--- config.mk ---
export PLATFORM = sky130hd
export DESIGN_NAME = pid_sequencer_flat
export DESIGN_NICKNAME = d
export VERILOG_FILES = /design/src/rtl/pid_pkg.sv /design/src/rtl/pid_sequencer_if.sv /design/src/rtl/pid_mult.sv /design/src/rtl/pid_sequencer.sv /design/src/flat_wrapper.sv
export SDC_FILE = /design/constraint.sdc
export NUM_CORES = 1
export LEC_CHECK = 0
export ABC_AREA = 1
export CAP_MARGIN = 20
export CELL_PAD_IN_SITES_DETAIL_PLACEMENT = 0
export CELL_PAD_IN_SITES_GLOBAL_PLACEMENT = 1
export CORE_UTILIZATION = 51
export DETAILED_ROUTE_END_ITERATION = 6
export GPL_ROUTABILITY_DRIVEN = 0
export PLACE_DENSITY_LB_ADDON = 0.15
export SLEW_MARGIN = 20
export SYNTH_ARGS = -nofsm -noshare
export SYNTH_HDL_FRONTEND = slang
export SYNTH_SLANG_ARGS = --single-unit
--- constraint.sdc ---
create_clock -name clk -period 9.3 [get_ports clk]
set_input_delay 2.79 -clock clk [delete_from_list [all_inputs] [get_ports clk]]
set_output_delay 2.79 -clock clk [all_outputs]
set_load 0.05 [all_outputs]
--- src/rtl/pid_pkg.sv ---
// rtl/pid_pkg.sv - widths, FSM encoding and saturation helpers for the PID sequencer
package pid_pkg;

  localparam int W_IN   = 9;
  localparam int W_E    = 10;
  localparam int W_DE   = 11;
  localparam int W_I    = 16;
  localparam int W_OP   = 18;
  localparam int W_PROD = 27;
  localparam int W_OUT  = 18;
  localparam int W_U    = W_PROD + 2;

  localparam logic signed [W_I-1:0]   I_MAX   = 16'sh7fff;
  localparam logic signed [W_I-1:0]   I_MIN   = 16'sh8000;
  localparam logic signed [W_OUT-1:0] OUT_MAX = 18'sh1ffff;
  localparam logic signed [W_OUT-1:0] OUT_MIN = 18'sh20000;

  typedef enum logic [2:0] {
    S_IDLE,
    S_CAP,
    S_MP,
    S_MI,
    S_MD,
    S_SUM
  } state_e;

  function automatic logic signed [W_I-1:0] sat16(input logic signed [W_I:0] x);
    if (x > (W_I+1)'(I_MAX))
      return I_MAX;
    else if (x < (W_I+1)'(I_MIN))
      return I_MIN;
    else
      return x[W_I-1:0];
  endfunction

  function automatic logic signed [W_OUT-1:0] sat18(input logic signed [W_U-1:0] x);
    if (x > W_U'(OUT_MAX))
      return OUT_MAX;
    else if (x < W_U'(OUT_MIN))
      return OUT_MIN;
    else
      return x[W_OUT-1:0];
  endfunction

endpackage

--- src/rtl/pid_sequencer_if.sv ---
// rtl/pid_sequencer_if.sv - measurement/coefficient inputs and PWM command outputs of the sequencer
interface pid_sequencer_if;
  import pid_pkg::*;

  logic signed [W_IN-1:0]  yactual;
  logic signed [W_IN-1:0]  referencia;
  logic signed [W_IN-1:0]  kp;
  logic signed [W_IN-1:0]  ki;
  logic signed [W_IN-1:0]  kd;
  logic                    ena2;
  logic signed [W_OUT-1:0] PWMin;
  logic                    busy;

  modport master (
    output yactual, referencia, kp, ki, kd,
    input  ena2, PWMin, busy
  );

  modport slave (
    input  yactual, referencia, kp, ki, kd,
    output ena2, PWMin, busy
  );

endinterface

--- src/rtl/pid_mult.sv ---
// rtl/pid_mult.sv - combinational signed 18x9 -> 27 multiplier shared by the P, I and D terms
module pid_mult
  import pid_pkg::*;
(
  input  logic signed [W_OP-1:0]   a,
  input  logic signed [W_IN-1:0]   b,
  output logic signed [W_PROD-1:0] p
);

  assign p = W_PROD'(a) * W_PROD'(b);

endmodule

--- src/rtl/pid_sequencer.sv ---
// rtl/pid_sequencer.sv - sample-rate tick, P/I/D multiplier sequencing and saturated PWM command
module pid_sequencer
  import pid_pkg::*;
#(
  parameter int DIV   = 512,
  parameter int SHIFT = 0
) (
  input  logic           clk,
  input  logic           rst,
  pid_sequencer_if.slave bus
);

  localparam int CW = (DIV > 1) ? $clog2(DIV) : 1;

  logic [CW-1:0]            cnt_q, cnt_d;
  logic                     tick;
  state_e                   state_q, state_d;
  logic signed [W_E-1:0]    e_q, e_d, e_prev_q, e_prev_d, e_new;
  logic signed [W_DE-1:0]   de_q, de_d;
  logic signed [W_I-1:0]    integ_q, integ_d;
  logic signed [W_IN-1:0]   kp_q, kp_d, ki_q, ki_d, kd_q, kd_d;
  logic signed [W_PROD-1:0] pterm_q, pterm_d, iterm_q, iterm_d, dterm_q, dterm_d;
  logic signed [W_OUT-1:0]  pwm_q, pwm_d;
  logic signed [W_OP-1:0]   op_a;
  logic signed [W_IN-1:0]   op_b;
  logic signed [W_PROD-1:0] prod, prod_sh;
  logic signed [W_U-1:0]    u;

  assign tick    = (cnt_q == CW'(DIV - 1));
  assign e_new   = W_E'(bus.referencia) - W_E'(bus.yactual);
  assign prod_sh = prod >>> SHIFT;
  assign u       = W_U'(pterm_q) + W_U'(iterm_q) + W_U'(dterm_q);

  pid_mult u_mult (.a(op_a), .b(op_b), .p(prod));

  // Operand steering kept apart from the state logic so the product has no loop through it
  always_comb begin
    op_a = '0;
    op_b = '0;
    case (state_q)
      S_MP: begin op_a = W_OP'(e_q);     op_b = kp_q; end
      S_MI: begin op_a = W_OP'(integ_q); op_b = ki_q; end
      S_MD: begin op_a = W_OP'(de_q);    op_b = kd_q; end
      default: ;
    endcase
  end

  always_comb begin
    cnt_d    = tick ? '0 : cnt_q + 1'b1;
    state_d  = state_q;
    e_d      = e_q;
    e_prev_d = e_prev_q;
    de_d     = de_q;
    integ_d  = integ_q;
    kp_d     = kp_q;
    ki_d     = ki_q;
    kd_d     = kd_q;
    pterm_d  = pterm_q;
    iterm_d  = iterm_q;
    dterm_d  = dterm_q;
    pwm_d    = pwm_q;
    case (state_q)
      S_IDLE: if (tick) state_d = S_CAP;
      S_CAP: begin
        e_d      = e_new;
        de_d     = W_DE'(e_new) - W_DE'(e_prev_q);
        e_prev_d = e_new;
        integ_d  = sat16((W_I+1)'(integ_q) + (W_I+1)'(e_new));
        kp_d     = bus.kp;
        ki_d     = bus.ki;
        kd_d     = bus.kd;
        state_d  = S_MP;
      end
      S_MP: begin pterm_d = prod_sh; state_d = S_MI; end
      S_MI: begin iterm_d = prod_sh; state_d = S_MD; end
      S_MD: begin dterm_d = prod_sh; state_d = S_SUM; end
      S_SUM: begin pwm_d = sat18(u); state_d = S_IDLE; end
      default: state_d = S_IDLE;
    endcase
  end

  always_ff @(posedge clk or negedge rst) begin
    if (!rst) begin
      cnt_q    <= '0;
      state_q  <= S_IDLE;
      e_q      <= '0;
      e_prev_q <= '0;
      de_q     <= '0;
      integ_q  <= '0;
      kp_q     <= '0;
      ki_q     <= '0;
      kd_q     <= '0;
      pterm_q  <= '0;
      iterm_q  <= '0;
      dterm_q  <= '0;
      pwm_q    <= '0;
    end else begin
      cnt_q    <= cnt_d;
      state_q  <= state_d;
      e_q      <= e_d;
      e_prev_q <= e_prev_d;
      de_q     <= de_d;
      integ_q  <= integ_d;
      kp_q     <= kp_d;
      ki_q     <= ki_d;
      kd_q     <= kd_d;
      pterm_q  <= pterm_d;
      iterm_q  <= iterm_d;
      dterm_q  <= dterm_d;
      pwm_q    <= pwm_d;
    end
  end

  // The new command is presented in the SUM cycle itself, alongside ena2
  assign bus.ena2  = (state_q == S_SUM);
  assign bus.busy  = (state_q != S_IDLE);
  assign bus.PWMin = (state_q == S_SUM) ? pwm_d : pwm_q;

endmodule

--- src/flat_wrapper.sv ---
// flat-port wrapper written by rule: the top's interface ports become plain ports
module pid_sequencer_flat import pid_pkg::*;
#(
  parameter int DIV   = 512,
  parameter int SHIFT = 0
)
  (clk, rst, bus_yactual, bus_referencia, bus_kp, bus_ki, bus_kd, bus_ena2, bus_PWMin, bus_busy);
  pid_sequencer_if bus_i ();
  input  logic clk;
  input  logic rst;
  input wire logic [$bits(bus_i.yactual)-1:0] bus_yactual;
  input wire logic [$bits(bus_i.referencia)-1:0] bus_referencia;
  input wire logic [$bits(bus_i.kp)-1:0] bus_kp;
  input wire logic [$bits(bus_i.ki)-1:0] bus_ki;
  input wire logic [$bits(bus_i.kd)-1:0] bus_kd;
  output wire logic [$bits(bus_i.ena2)-1:0] bus_ena2;
  output wire logic [$bits(bus_i.PWMin)-1:0] bus_PWMin;
  output wire logic [$bits(bus_i.busy)-1:0] bus_busy;
  assign bus_i.yactual = bus_yactual;
  assign bus_i.referencia = bus_referencia;
  assign bus_i.kp = bus_kp;
  assign bus_i.ki = bus_ki;
  assign bus_i.kd = bus_kd;
  assign bus_ena2 = bus_i.ena2;
  assign bus_PWMin = bus_i.PWMin;
  assign bus_busy = bus_i.busy;
  pid_sequencer #(.DIV(DIV), .SHIFT(SHIFT)) u_core (.clk(clk), .rst(rst), .bus(bus_i));
endmodule
# Word level (Yosys, flattened, before mapping)
# Cells that the tools add are included.
# W data, S select, Z words.
[word_totals]
ram_bits = 0
rom_bits = 0
mem_count = 0
output_inout_bits = 20
latch_bits = 0
wordCells = 43
register_bits = 175
[op_classes]
div_mod_pow = 0
n_shift = 0
mul = 1
add_sub_neg = 6
n_eq_ne = 7
n_lt_le_gt_ge = 4
n_bitwise = 0
muxes = 11
reduce_logical = 2
[op_table]
columns = ["op", "n"]
rows = [
  ["$mux W18", 4],
  ["$pmux W18 S3", 1],
  ["$mux W16", 2],
  ["$add A28 B27 Y29", 1],
  ["$gt A29 B18 Y1 const B", 1],
  ["$lt A29 B18 Y1 const B", 1],
  ["$add A27 B27 Y28", 1],
  ["$mul A18 B9 Y27", 1],
  ["$pmux W9 S3", 1],
  ["$add A16 B10 Y17", 1],
  ["$gt A17 B16 Y1 const B", 1],
  ["$lt A17 B16 Y1 const B", 1],
  ["$pmux W3 S5", 1],
  ["$sub A10 B10 Y11", 1],
  ["$sub A9 B9 Y10", 1],
  ["$add A9 B1 Y9 const B", 1],
  ["$eq A9 B9 Y1 const B", 1],
  ["$mux W9", 1],
  ["$eq A3 B2 Y1 const B", 2],
  ["$eq A3 B3 Y1 const B", 2],
  ["$eq A3 B1 Y1 const B", 1],
  ["$logic_not A3 Y1", 1],
  ["$mux W3", 1],
  ["$reduce_bool A3 Y1", 1],
  ["$ne A2 B1 Y1 const B", 1],
]

# Depth between registers and ports, before layout
# Gate-level depths: netlist (run 1).
[logic_depth]
depth_word = 7
ltp_mapped = 30
mapped_depth_nobuf = 28

# By module
# From an unflattened synthesis (run 1), not the netlist that was laid out.
[hier_totals]
cells_unflattened = 2341
hier_area_um2 = 17370.4
[modules_own_cells]
columns = ["module", "cells_per_inst", "area_per_inst_um2", "instances"]
rows = [
  ["pid_sequencer", 1498, 11293.3, 1],
  ["pid_mult", 843, 6077.1, 1],
]

# Worst setup path before layout (run 1)
# OpenSTA, ideal clock, no wires.
[synth_path]
path_kind = "flip-flop to output port"
startpoint = "register u_core.dterm_q[10]"
endpoint = "output bus_PWMin[17]"
path_slack_ns = 3.156
t_arrival_ns = 3.354
stages_incl_launch_ff = 13
n_path_buf = 0
path_cell_list = "dfrtp_1 > fa_1 > ha_1 > nand2_2 > nor2_2 > nand2_1 > nor2_2 > nand2_2 > nand3_2 > a21oi_1 > o21ai_0 > inv_1 > o21ai_0"
[synth_between]
elab_chain_cells = 6
[synth_rtl]
columns = ["element", "line", "text"]
rows = [
  ["start, declared", "pid_sequencer.sv:22", "logic signed [W_PROD-1:0] pterm_q, pterm_d, iterm_q, iterm_d, dterm_q, dterm_d;"],
  ["start signal, assigned", "pid_sequencer.sv:109", "dterm_q <= dterm_d;"],
  ["$add A28 B27 Y29 *", "pid_sequencer.sv:32", "assign u = W_U'(pterm_q) + W_U'(iterm_q) + W_U'(dterm_q);"],
  ["$lt A29 B18 Y1", "pid_pkg.sv:39", "else if (x < W_U'(OUT_MIN))"],
  ["$mux W18", "pid_pkg.sv:39", ""],
  ["$mux W18 *", "pid_pkg.sv:37", "if (x > W_U'(OUT_MAX))"],
  ["$mux W18 *", "pid_sequencer.sv:62", "case (state_q)"],
  ["$mux W18 *", "pid_sequencer.sv:117", "assign bus.PWMin = (state_q == S_SUM) ? pwm_d : pwm_q;"],
  ["end, declared", "flat_wrapper.sv:17", "output wire logic [$bits(bus_i.PWMin)-1:0] bus_PWMin;"],
]
# Mark *: on every way between the ends. The rest lies on a longest branch, timed or not.

# Worst setup path in the final report (run 1)
[layout_path]
startpoint = "register u_core.state_q[1]"
endpoint = "register u_core.iterm_q[19]"
[layout_between]
elab_chain_cells = 3
[layout_rtl]
columns = ["element", "line", "text"]
rows = [
  ["start, declared", "pid_sequencer.sv:17", "state_e state_q, state_d;"],
  ["start signal, assigned", "pid_sequencer.sv:99", "state_q <= state_d;"],
  ["$eq A3 B3 Y1, or another cell as far along", "pid_sequencer.sv:40", "case (state_q)"],
  ["$pmux W18 S3 / $pmux W9 S3 (equally long branches)", "pid_sequencer.sv:40", ""],
  ["$mul A18 B9 Y27", "pid_mult.sv:10", "assign p = W_PROD'(a) * W_PROD'(b);"],
  ["end signal, assigned", "pid_sequencer.sv:108", "iterm_q <= iterm_d;"],
  ["end, declared", "pid_sequencer.sv:22", ""],
]
# Parallel ways exist; a longest one is shown, timed or not.
# A chain may end at the register's enable or synchronous reset.

==> results_dict.tcl, run 1 <==
set metrics [dict create \
    cts_buffers 17 \
    rr_endpoint "u_core.iterm_q[19]$_DFFE_PN0N_" \
    timing.slew.headroom_pct 34.1 \
    postSynthAreaPerCell_um2 7.73 \
    ctsHtreeMaxLevel 4 \
    crit_fanout 18 \
    path_class "flop to flop" \
    peakVddDrop_mv 0.128 \
    path_clk_slew_ns 0.08 \
    die_width_um 181 \
    required_ns 9.60 \
    post-dp-hpwl_um 30600 \
    fin_area_um2 18000 \
    power_frac_clock_pct 43.7 \
    first_global_vias 13713 \
    grt_first_pass_wirelength_um 66900 \
    syn_to_final_growth_pct 10.3 \
    tritoncts "done" \
    period_minus_slack_ns 7.40 \
    p_int_w 0.00119 \
    cts_buffer_depth 2 \
    ys_types 46 \
    viasPerCell 5.15 \
    drt_iter0_markers 666 \
    hold_class "flop to flop" \
    ios 67 \
    routedWlPerCell_um 14.8 \
    firstDrtPassIters 5 \
    final_max_slew_viol_count 0 \
    ys_warn_count 0 \
    ys_seq_area_share_pct 26.8 \
    netlist_top_cells_area "dfrtp_1, fa_1, nand2_1" \
    r2r_start "u_core.state_q[1]$_DFFE_PN0P_" \
    p_sw_w 0.000444 \
    setup.worst_path.start_class "flop" \
    final_layout_size_suffix_gt1_share_pct 4.13 \
    diodes 0 \
    post-route-period-util_pct 79.6 \
    cts.sinks 175 \
    syn_area_um2 16300 \
    worstHoldEndpoint "u_core.cnt_q[0]$_DFF_PN0_" \
    skew_ns 0.0119 \
    post-cts-setup-buffers 0 \
    io_buffer_count 66 \
    setup_viol_count_final 0 \
    fmax_mhz 135 \
    utilization_pct 57.1 \
    power_density_nw_per_um2 90.6 \
    fin_tns_setup_ns 0 \
    p_seq_share_pct 46.6 \
    synth-edff-count 0 \
    die-area_um2 32700 \
    layout.cells.non_filler 2581 \
    cts_root_buf "clkbuf_16" \
    yosysMostFrequentCell "nand2_1" \
    crit_path_end_kind "flop" \
    die_y_um 181 \
    grt_overflow 0 \
    routed-via-count 13282 \
    rows 65 \
    ff2ff_path_depth 24 \
    drc_errors 0 \
    place_area_um2 17400 \
    synthFlopType "dfrtp_1" \
    post_cts_resize_count 0 \
    hold_viol_final 0 \
    p_leak_nw 10.4 \
    min_from "u_core.cnt_q[0]$_DFF_PN0_" \
    insertion_delay_ns 0.44 \
    status "complete, no violations" \
    dp.cells 2549 \
    ctsHoldBuffers 0 \
    drv_cap 0 \
    start_util_pct 51.7 \
    synthArstFlopShare_pct 100 \
    core_um2 31600 \
    grt_use_total_pct 25.2 \
    grt_max_degree 107 \
    comb_power_share_pct 9.6 \
    synth.top_cell.area_share_pct 26.8 \
    ant_nets 0 \
    num-nets-final 2488 \
    worstHoldPathCells 1 \
    rsz0062_at_grt "no" \
    synth_top_cell_by_area "dfrtp_1" \
    ys_seq_elements 175 \
    routed_wl_um 38300 \
    antenna_found_initial 0 \
    r2r_slack_ns 1.90 \
    ys_top_cells_by_count "nand2_1, inv_1, dfrtp_1" \
    sw_frac_of_total_pct 27.2 \
    arrival_ns 7.70 \
    syn-num-nets 2434 \
    syn_inst 2112 \
    worstMarginPinSlew_ns 0.989 \
]
==> worst max-delay path, cell delays in order (launching register included) <==
cell and delay, ns:
dfrtp_1 0.48, nor2_1 0.12, nand2_1 0.11, clkinv_1 0.43
buf_4 0.40, a221oi_1 0.30, clkinv_1 0.31, or2_2 0.38
fa_1 0.51, fa_1 0.54, inv_1 0.05, fa_1 0.50
fa_1 0.54, inv_1 0.05, fa_1 0.49, inv_1 0.04
ha_1 0.34, nand3_1 0.12, nand3_1 0.22, a31oi_1 0.28
o21ai_0 0.21, a21oi_1 0.26, o21bai_1 0.11, xnor2_1 0.34
o21ai_0 0.13
==> per-layer routing <==
layer | routed length, um | track usage, % | vias to the layer above
li1 | - | - | 6641
met1 | 18200 | 34.0 | 6410
met2 | 18600 | 43.9 | 206
met3 | 1070 | 2.92 | 25
met4 | 392 | 4.89 | 0
met5 | 0 | 0 | -
==> cell usage in the layout (no fill, tap or decap), types with 4 or more instances in the layout <==
cell | netlist | layout
nand2_1 | 717 | 716
inv_1 | 348 | 348
dfrtp_1 | 175 | 175
fa_1 | 155 | 155
ha_1 | 120 | 120
o21ai_0 | 108 | 108
nor2_1 | 94 | 94
a21oi_1 | 73 | 73
nand3_1 | 68 | 68
clkdlybuf4s50_1 | 0 | 65
xor2_1 | 43 | 43
o21a_1 | 19 | 19
clkbuf_16 | 0 | 17
buf_4 | 3 | 17
xnor2_1 | 16 | 16
nand4_1 | 15 | 15
nand2_2 | 9 | 10
nor3_1 | 12 | 10
nand3b_1 | 10 | 10
o21bai_1 | 9 | 9
o221ai_1 | 8 | 8
or2_2 | 7 | 7
o21ai_1 | 6 | 6
nor2_2 | 6 | 6
a31oi_1 | 6 | 6
clkinv_1 | 5 | 5
a21boi_0 | 4 | 4
inv_6 | 0 | 4
==> flip-flops by register name, indices dropped and copies added (netlist names) <==
name            cells
u_core.cnt_q        9
u_core.de_q        11
u_core.dterm_q     27
u_core.e_q         10
u_core.integ_q     16
u_core.iterm_q     27
u_core.kd_q         9
u_core.ki_q         9
u_core.kp_q         9
u_core.pterm_q     27
u_core.pwm_q       18
u_core.state_q      3
==> worst max-delay path by stage <==
stage                                         startpoint                              to  slack, ns  cells after the start
after floorplan           u_core.dterm_q[10]$_DFFE_PN0N_                   bus_PWMin[17]       3.16                     12
after global placement     u_core.state_q[1]$_DFFE_PN0P_  u_core.iterm_q[19]$_DFFE_PN0N_       1.96                     24
after detailed placement   u_core.state_q[1]$_DFFE_PN0P_  u_core.dterm_q[19]$_DFFE_PN0N_       1.96                     24
after CTS                  u_core.state_q[1]$_DFFE_PN0P_  u_core.dterm_q[19]$_DFFE_PN0N_       1.90                     24
after global routing       u_core.state_q[1]$_DFFE_PN0P_  u_core.pterm_q[25]$_DFFE_PN0N_       1.41                     22
final                      u_core.state_q[1]$_DFFE_PN0P_  u_core.iterm_q[19]$_DFFE_PN0N_       1.90                     24
==> cells by family after synthesis <==
kind of cell,count (synthesis),synth area share (%)
compound gates,249,8.69
xor+xnor,59,3.17
simple gates,949,23.6
buf+inv,405,9.53
flops,175,26.8
fa+ha+maj,275,28.2
==> final cells by class <==
cell class / count / area, um^2
Inverter: 356 / 1340
Sequential cell: 175 / 4380
Timing Repair Buffer: 84 / 795
Multi-Input combinational cell: 1532 / 10400
Fill cell: 3008 / 13500
Clock inverter: 14 / 145
Clock buffer: 18 / 439
Tap cell: 402 / 503
==> power groups by stage <==
stage / sequential, W / clock (W) / combinational, W
5_1_grt: 0.000760 / 0.000756 / 0.000178
3_5_place_dp: 0.000775 / 0 / 0.000158
6_report: 0.000760 / 0.000714 / 0.000157
3_3_place_gp: 0.000775 / 0 / 0.000156
2_1_floorplan: 0.000776 / 0 / 0.0000984
4_1_cts: 0.000760 / 0.000729 / 0.000159
==> metrics by stage <==
step	hold WS, ns	worst slack, ns	total power (W)
global route	0.487	1.41	0.00169
CTS	0.477	1.90	0.00165
finish	0.472	1.90	0.00163
global placement	0.444	1.96	0.000931
detailed placement	0.459	1.96	0.000934
floorplan	0.433	3.16	0.000874
(Power assumes the default switching activity.)
==> inputs of run 2 (changes only) <==
--- a/config.mk
+++ b/config.mk
@@ -9,7 +9,7 @@
 export CAP_MARGIN = 20
 export CELL_PAD_IN_SITES_DETAIL_PLACEMENT = 0
 export CELL_PAD_IN_SITES_GLOBAL_PLACEMENT = 1
-export CORE_UTILIZATION = 51
+export CORE_UTILIZATION = 43
 export DETAILED_ROUTE_END_ITERATION = 6
 export GPL_ROUTABILITY_DRIVEN = 0
 export PLACE_DENSITY_LB_ADDON = 0.15
==> constraint.sdc (replaced) <==
create_clock -name clk -period 6.1 [get_ports clk]
set_input_delay 1.83 -clock clk [delete_from_list [all_inputs] [get_ports clk]]
set_output_delay 1.83 -clock clk [all_outputs]
set_load 0.05 [all_outputs]
==> run 2 against run 1 <==
Core utilization is 4.9 points lower. Worst hold slack got worse by 0.015 ns. Largest power group unchanged. Critical path type unchanged. Die area rose by 18%. Highest routed layer unchanged. Largest cell class unchanged.
==> results_dict.tcl, run 2 (synthesis results as in run 1) <==
set metrics [dict create \
    tritoncts "done" \
    die-area_um2 38700 \
    cts_root_buf "clkbuf_16" \
    die_y_um 197 \
    timing.slew.headroom_pct 40.0 \
    hold_viol_final 0 \
    routedWlPerCell_um 14.4 \
    power_density_nw_per_um2 133 \
    slowest_delay_ns 0.54 \
    num-nets-final 2588 \
    final_layout_size_suffix_gt1_share_pct 11.2 \
    path_clk_slew_ns 0.08 \
    skew_ns 0.00759 \
    n_fill_cell 3669 \
    post-route-period-util_pct 95.1 \
    slowest_stage "fa_1" \
    drv_cap 0 \
    antenna_found_initial 0 \
    die_width_um 197 \
    drt_iter0_markers 676 \
    rows 70 \
    ctsHoldBuffers 0 \
    post-dp-hpwl_um 31700 \
    met1_length_um 18500 \
    cts_buffer_depth 2 \
    wl_met2_um 19700 \
    fin_tns_setup_ns 0 \
    crit_fanout 10 \
    ant_nets 0 \
    insertion_delay_ns 0.46 \
    setup.worst_path.start_class "flop" \
    grt_first_pass_wirelength_um 68200 \
    grt_use_total_pct 22.0 \
    viasPerCell 4.84 \
    p_leak_nw 11.1 \
    status "complete, no violations" \
    peakVddDrop_mv 0.185 \
    cp_num_buf_inv 10 \
    cts_buffers 17 \
    arrival_ns 6.15 \
    cts.sinks 175 \
    io_buffer_count 66 \
    final_common_cell "nand2_1" \
    required_ns 6.45 \
    seqCellArea_um2 4380 \
    multi_input_area_um2 10700 \
    first_global_vias 14086 \
    ios 67 \
    top_layer "met4" \
    grt_max_degree 95 \
    reg.largest.list "u_core.dterm_q (27), u_core.iterm_q (27), u_core.pterm_q (27)" \
    wl_met3_um 999 \
    period_minus_slack_ns 5.80 \
    hold_ws_ns 0.457 \
    path_class "flop to flop" \
    ctsHtreeMaxLevel 4 \
    final_max_slew_viol_count 0 \
    hold_class "flop to flop" \
    grt_overflow 0 \
    start_util_pct 44.2 \
    fmax_mhz 172 \
    path_delay_family "adder cells" \
    core_um2 37000 \
    setup_viol_count_final 0 \
    syn_to_final_growth_pct 18.2 \
    worstMarginPinSlew_ns 0.900 \
    diodes 0 \
    layout_common_cells "nand2_1, inv_1, dfrtp_1" \
    routed-via-count 13479 \
    drc_errors 0 \
    firstDrtPassIters 5 \
    crit_path_end_kind "flop" \
    routed_wl_um 40000 \
]
run 2: cell count changes in the layout (fill, tap and decap cells not counted), sizes merged:
cell | before | now
buf | 19 | 135
clkdlybuf4s50 | 65 | 47
clkinv | 13 | 7
inv | 357 | 360
clkbuf | 18 | 20
bufinv | 0 | 1
clkinvlp | 0 | 1
dlygate4sd2 | 0 | 1
run 2: per-stage QoR:
step	setup WS (ns)	power [W]	std cells	utilization, %	cell area (um^2)
after floorplan	0.0433	0.00133	2112	-	16300
after global routing	-0.0277	0.00268	2783	52.2	19300
final	0.300	0.00257	2783	52.2	19300
after CTS	0.00782	0.00260	2765	51.0	18800
after global placement	0.0384	0.00143	2732	49.2	18200
after detailed placement	-0.0865	0.00144	2732	49.2	18200
run 2: area by class of cell:
cell class	instances	share of cell area [%]
timing repair buffer	184	8.51
inverter	356	6.95
sequential	175	22.7
clock inverter	13	0.850
tap	504	3.27
clock buffer	19	2.35
multi-input combinational	1532	55.4
run 2: what timing repair did:
action,CTS,global route
gates cloned,0,2
resized for setup,8,63
setup endpoints to repair,22,53
pin swaps,3,8
buffers inserted,1,16
run 2: power by group:
part           total, W  switching [W]  leakage, nW  internal (W)
registers       0.00116              0         2.16       0.00116
logic          0.000253       0.000147         8.66      0.000106
clock network   0.00115       0.000546        0.299      0.000609
total           0.00257       0.000693         11.1       0.00187
run 2: per-layer routing:
metal | track usage (%) | vias to the layer above
li1 | - | 6848
met1 | 28.2 | 6390
met2 | 38.7 | 195
met3 | 2.77 | 46
met4 | 6.29 | 0
met5 | 0 | -
run 2: path summary, 6_finish.rpt:
kind / start / depth (start not counted) / slack [ns] / to
max in group asynchronous: rst / 2 / 3.71 / u_core.iterm_q[22]$_DFFE_PN0N_
worst max-delay path: u_core.state_q[1]$_DFFE_PN0P_ / 28 / 0.30 / u_core.iterm_q[20]$_DFFE_PN0N_
worst min register to register: u_core.cnt_q[0]$_DFF_PN0_ / 1 / 0.46 / u_core.cnt_q[0]$_DFF_PN0_
worst max register to register: u_core.state_q[1]$_DFFE_PN0P_ / 28 / 0.30 / u_core.iterm_q[20]$_DFFE_PN0N_
worst min-delay path: u_core.cnt_q[0]$_DFF_PN0_ / 1 / 0.46 / u_core.cnt_q[0]$_DFF_PN0_
min in group asynchronous: rst / 1 / 1.46 / u_core.cnt_q[7]$_DFF_PN0_
